`config.mk`:
```
export PLATFORM = sky130hd
export DESIGN_NAME = fp_mul_pipe
export DESIGN_NICKNAME = d
export VERILOG_FILES = /design/src/rtl/fp_mul_pipe.sv
export SDC_FILE = /design/constraint.sdc
export NUM_CORES = 2
export LEC_CHECK = 0
export ABC_CLOCK_PERIOD_IN_PS = 9100
export BUFFER_PORTS_ARGS = -buffer_cell sky130_fd_sc_hd__buf_4
export CORE_MARGIN = 2
export CORE_UTILIZATION = 61
export CTS_CLUSTER_SIZE = 8
export DETAILED_ROUTE_END_ITERATION = 8
export GPL_ROUTABILITY_DRIVEN = 0
export PLACE_DENSITY_LB_ADDON = 0.2
export SLEW_MARGIN = 0
export SYNTH_ARGS = -nofsm -noshare
export SYNTH_HDL_FRONTEND = slang
export SYNTH_SLANG_ARGS = --single-unit
```
`constraint.sdc`:
```
create_clock -name CLK -period 9.1 [get_ports CLK]
set_input_delay 1.365 -clock CLK [delete_from_list [all_inputs] [get_ports CLK]]
set_output_delay 1.365 -clock CLK [all_outputs]
set_load 0.01 [all_outputs]
```
`src/rtl/fp_mul_pipe.sv`:
```
// Pipelined multi-format mantissa multiplier.
// Each operation is split into lanes according to CONFIG_FP. Every lane
// mantissa product is normalised to one leading bit and packed, left-aligned,
// into OUT, with one normalisation flag per lane. Results travel through a
// STAGES-deep pipeline with a valid/ready handshake on both sides.
// Ports:
//   CLK, RST            clock, synchronous active-high reset
//   IN_VALID/IN_READY   input handshake; IN1, IN2, CONFIG_FP, IN_TAG payload
//   OUT_VALID/OUT_READY output handshake; OUT, OUT_NormBits, OUT_TAG,
//                       OUT_ILLEGAL payload
//   BUSY                high while any operation is in flight

`ifndef CONFIG_WIDTH
`define CONFIG_WIDTH 3
`endif
`ifndef CONFIG_FP32
`define CONFIG_FP32     3'd0
`define CONFIG_FP16     3'd1
`define CONFIG_TF32     3'd2
`define CONFIG_BF16     3'd3
`define CONFIG_FP8_E4M3 3'd4
`define CONFIG_FP8_E5M2 3'd5
`endif

module fp_mul_pipe #(
  parameter int unsigned STAGES = 3,   // 1..4
  parameter int unsigned TAG_W  = 4,
  parameter int unsigned WIDTH  = 24   // only 24 is supported
) (
  input  logic                     CLK,
  input  logic                     RST,
  input  logic                     IN_VALID,
  output logic                     IN_READY,
  input  logic [WIDTH-1:0]         IN1,
  input  logic [WIDTH-1:0]         IN2,
  input  logic [`CONFIG_WIDTH-1:0] CONFIG_FP,
  input  logic [TAG_W-1:0]         IN_TAG,
  output logic                     OUT_VALID,
  input  logic                     OUT_READY,
  output logic [WIDTH-1:0]         OUT,
  output logic [3:0]               OUT_NormBits,
  output logic [TAG_W-1:0]         OUT_TAG,
  output logic                     OUT_ILLEGAL,
  output logic                     BUSY
);

  localparam int unsigned PW    = 2 * WIDTH;
  localparam int unsigned CNT_W = $clog2(STAGES + 1);

  // Per-format lane products
  logic [PW-1:0]      w_p24;
  logic [1:0][21:0]   w_p11;
  logic [15:0]        w_p8;
  logic [3:0][7:0]    w_p4;
  logic [3:0][5:0]    w_p3;

  always_comb begin : products
    w_p24 = PW'(IN1) * PW'(IN2);
    w_p8  = 16'(IN1[7:0]) * 16'(IN2[7:0]);
    for (int i = 0; i < 2; i++) begin
      w_p11[i] = 22'(IN1[12*i +: 11]) * 22'(IN2[12*i +: 11]);
    end
    for (int i = 0; i < 4; i++) begin
      w_p4[i] = 8'(IN1[6*i +: 4]) * 8'(IN2[6*i +: 4]);
      w_p3[i] = 6'(IN1[6*i +: 3]) * 6'(IN2[6*i +: 3]);
    end
  end

  // Product bits below every kept window never reach the output
  logic w_unused;
  assign w_unused = ^{w_p24[PW-WIDTH-2:0], w_p11[1][9:0], w_p11[0][9:0],
                      w_p8[6:0], w_p4[3][2:0], w_p4[2][2:0], w_p4[1][2:0],
                      w_p4[0][2:0], w_p3[3][1:0], w_p3[2][1:0], w_p3[1][1:0],
                      w_p3[0][1:0]};

  // Normalise and place each lane; unsupported codes yield an all-zero result
  logic [WIDTH-1:0] w_res;
  logic [3:0]       w_nrm;
  logic             w_ill;

  always_comb begin : format_select
    w_res = '0;
    w_nrm = '0;
    w_ill = 1'b0;
    case (CONFIG_FP)
      `CONFIG_FP32: begin
        w_nrm[0] = w_p24[PW-1];
        w_res    = w_p24[PW-1] ? w_p24[PW-1 -: WIDTH] : w_p24[PW-2 -: WIDTH];
      end
      `CONFIG_FP16, `CONFIG_TF32: begin
        for (int i = 0; i < 2; i++) begin
          w_nrm[i]              = w_p11[i][21];
          w_res[12*i+11 -: 11]  = w_p11[i][21] ? w_p11[i][21:11] : w_p11[i][20:10];
        end
      end
      `CONFIG_BF16: begin
        w_nrm[0]    = w_p8[15];
        w_res[11:4] = w_p8[15] ? w_p8[15:8] : w_p8[14:7];
      end
      `CONFIG_FP8_E4M3: begin
        for (int i = 0; i < 4; i++) begin
          w_nrm[i]            = w_p4[i][7];
          w_res[6*i+5 -: 4]   = w_p4[i][7] ? w_p4[i][7:4] : w_p4[i][6:3];
        end
      end
      `CONFIG_FP8_E5M2: begin
        for (int i = 0; i < 4; i++) begin
          w_nrm[i]            = w_p3[i][5];
          w_res[6*i+5 -: 3]   = w_p3[i][5] ? w_p3[i][5:3] : w_p3[i][4:2];
        end
      end
      default: w_ill = 1'b1;
    endcase
  end

  // Whole pipeline advances together whenever the output slot can move
  logic w_advance;
  logic w_accept;
  logic w_retire;

  assign w_advance = !OUT_VALID || OUT_READY;
  assign w_accept  = IN_VALID && w_advance;
  assign w_retire  = OUT_VALID && OUT_READY;
  assign IN_READY  = w_advance;

  logic [STAGES-1:0]            r_vld;
  logic [STAGES-1:0][WIDTH-1:0] r_dat;
  logic [STAGES-1:0][3:0]       r_nrm;
  logic [STAGES-1:0][TAG_W-1:0] r_tag;
  logic [STAGES-1:0]            r_ill;

  // Pipeline stages; bubbles carry an all-zero payload
  always_ff @(posedge CLK) begin
    if (RST) begin
      r_vld <= '0;
      r_dat <= '0;
      r_nrm <= '0;
      r_tag <= '0;
      r_ill <= '0;
    end else if (w_advance) begin
      r_vld[0] <= IN_VALID;
      r_dat[0] <= IN_VALID ? w_res  : '0;
      r_nrm[0] <= IN_VALID ? w_nrm  : '0;
      r_tag[0] <= IN_VALID ? IN_TAG : '0;
      r_ill[0] <= IN_VALID && w_ill;
      for (int k = 1; k < STAGES; k++) begin
        r_vld[k] <= r_vld[k-1];
        r_dat[k] <= r_dat[k-1];
        r_nrm[k] <= r_nrm[k-1];
        r_tag[k] <= r_tag[k-1];
        r_ill[k] <= r_ill[k-1];
      end
    end
  end

  // In-flight operation count
  logic [CNT_W-1:0] r_cnt;

  always_ff @(posedge CLK) begin
    if (RST) begin
      r_cnt <= '0;
    end else begin
      case ({w_accept, w_retire})
        2'b10:   r_cnt <= r_cnt + CNT_W'(1);
        2'b01:   r_cnt <= r_cnt - CNT_W'(1);
        default: r_cnt <= r_cnt;
      endcase
    end
  end

  assign OUT_VALID    = r_vld[STAGES-1];
  assign OUT          = r_dat[STAGES-1];
  assign OUT_NormBits = r_nrm[STAGES-1];
  assign OUT_TAG      = r_tag[STAGES-1];
  assign OUT_ILLEGAL  = r_ill[STAGES-1];
  assign BUSY         = (r_cnt != '0);

endmodule
```
==> metrics <==
synthesized area per cell=approximately 8.8 um2; Die W=~240 um; die area=57080 um2; fraction of layout cells with a size suffix above 1=0.04283; WHS=450.8 ps; distinct cell type count after synthesis=94; slowest stage delay, CP=~600 ps; wire length of the first global-routing pass=around 140 mm; Final Hold Viols=0; ant diodes=0; Routed Antenna Nets=0; post-synthesis cell count=3847; most used cell, CP=fa_1; sequential area share after synthesis=0.06184; max-cap violation count=0; DP HPWL=71.92 mm; Netlist Area Pre-Place=33660 um2; most frequent cells in the layout=929 x inv_1, 681 x fa_1, 479 x nand2_1, 369 x ha_1, 322 x and2_1; async set or reset register ratio after synthesis=0; CTS tree=yes; via count=around 26000; Seq. cell area=2082 um2; footprint of the multi-input gates=27230 um2; leading cell type in the layout, fill and taps excluded=inv_1; Root Buffer=clkbuf_16; Layout Nets=4886; largest family of logic cells by synthesized area=adder cells; Critical Path RT=around 9300 ps; post-synthesis adder-cell area fraction=0.5421; clock sink total=around 100; fillers=4710; worst skew pair latency=340 ps; number of synthesized flops with an enable pin=0; Total Routing Usage GR=0.3267; WL final=around 90 mm; Core Util, Final=0.6341; critical path arrival=8580 ps; Max Root-Sink Buffers=2; Final period util=0.9156; critical-path maximum fanout=24; Reg-to-Reg Start=r_vld[2]; CTS Buf Count=9; xor/xnor share of the synthesized area=0.02204; CP max-delay cell=fa_1; Yosys warning total=0; slack of the worst reg-to-reg path=5860 ps; 1st-iter DRT viols=1852; endpoints failing setup=0; # DRC=0; CP startpoint=IN2[9]; Worst Hold Class=flip-flop to flip-flop; syn_nets=4956; Yosys reg bits=104; Crit Reg-Reg Endpoint=r_cnt[1]; status=finished clean; Synth Flop Type=dfxtp_1; IO Port Bufs=94; initial antenna violation count=0; RSZ-0062 raised after global routing=no; CP Launch Type=input pin; Post-CTS Setup Inserts=0; Simple-Gate Fraction of Synth Area=0.1445; Core Area=54880 um2; dpl cell area=34470 um2; area grow syn2layout=3.367%; mux contribution to synthesized area=0.007508; Via-to-Cell Ratio=5.710; GRT overflow=0; Die Ht=238.9 um; WHS Path Cells=2; hold_buf cts=0; DR pass1 iterations=6; # rows=86; design area=34800 um2; io pins=95; Worst slew margin=0.2277; H-tree depth=3; clk slew on worst S/H paths=70 ps; f_max=0.1200 GHz; FF-to-FF path depth=9; clk_skew=3.624 ps; CP Capture Point=r_dat[22]; largest net degree at the start of global routing=83; fin crit period=about 8300 ps; Synth Area in Compound Gates=0.09247; max-slew violations=0; CP endpoint kind=flip-flop; number of global-route vias before repair=around 27000; crit path kind=input pin to flip-flop; post-cts resize count=0; Worst Tran Pin Value=1150 ps; setup TNS=0 ps; wire per inst=19.74 um; CP cell instances=buf_4 > nand2_1 > fa_1 > fa_1 > inv_1 > fa_1 > fa_1 > fa_1 > fa_1 > inv_1 > fa_1 > inv_1 > ha_1 > a21oi_1 > o21ai_0 > a211oi_1 > o22ai_1 > nor4_2 > nand2_1 > a31oi_1 > xnor2_1 > a211oi_2 > a2111oi_2; Initial Utilization=0.6135
## sequential cells by signal (all words and copies together) (netlist names)
name and count:
r_ill 3, r_dat 48, OUT_TAG 4, r_tag 8
r_cnt 2, r_vld 3, OUT_NormBits 4, OUT 24
r_nrm 8
## Yosys cell counts (9+ instances only)
master	n	area (um2)
o21bai_1	12	90.09
and2_1	322	2014
mux2i_1	23	230.2
nor3_1	17	85.08
nand4_1	18	112.6
fa_1	681	13630
dfxtp_1	104	2082
a21o_1	26	195.2
a221oi_1	18	157.7
nor2_1	71	266.5
buf_4	34	255.2
ha_1	369	4617
buf_2	9	45.04
clkbuf_1	132	495.5
o21ai_0	68	340.3
a21oi_1	194	970.9
nand3_1	30	150.1
xnor2_1	59	516.8
nand2_1	479	1798
a22oi_1	10	75.07
inv_1	930	3491
o211ai_1	20	150.1
xor2_1	22	192.7
a211oi_1	17	127.6
## critical path: cells and delay by family
kind                     cells  cell delay (ps)
AO/OA/AOI/OAI                7             1760
buffers and inverters        4              520
XOR/XNOR                     1              210
AND/OR/NAND/NOR              3              650
adder cells (fa/ha/maj)      8             4060
## worst min path at each step
stage	from	to
2_1_floorplan	r_dat[12]	r_dat[12]
3_3_place_gp	r_tag[7]	r_tag[7]
3_5_place_dp	r_dat[12]	r_dat[12]
4_1_cts	r_dat[12]	r_dat[12]
5_1_grt	OUT[12]	OUT[12]
6_report	r_ill[0]	r_ill[0]
## stage by stage
step                      setup slack (ps)  instances
after global routing                 394.2       4486
after CTS                            846.6       4486
after detailed placement             530.0       4470
after floorplan                       1080       3847
after global placement               621.4       4470
final                                767.9       4486
## layout make-up
cell class,instances,share of cell area
repair buffers,104,0.02244
multi-input cells,2627,0.7825
clock inverters,6,0.002625
well taps,704,0.02531
flip-flops and latches,104,0.05983
clock buffers,10,0.006868
inverters,931,0.1004
## logic make-up (layout without fill, tap and decap cells)
| logic type | Yosys count | in the layout |
|---|---|---|
| and+or+nand+nor | 998 | 998 |
| DFF | 104 | 104 |
| buffers and inverters | 1116 | 1051 |
| adders and majority gates | 1050 | 1050 |
| AOI/OAI and AO/OA | 471 | 471 |
| muxes | 25 | 25 |
| xor gates and xnor gates | 83 | 83 |
## routing by layer
metal  routed length [um]  share of wire  up-vias  GRT usage
li1                     -              -    11590          -
met1                36380           0.41    12670     0.4394
met2                41370           0.47     1115     0.5387
met3                 6891          0.078      236    0.04619
met4                 3856          0.044        2     0.1231
met5                   64        0.00072        -   0.008658
Power is not shown: default switching activity piles up to over one toggle a cycle in this logic, so the estimate is an artifact.
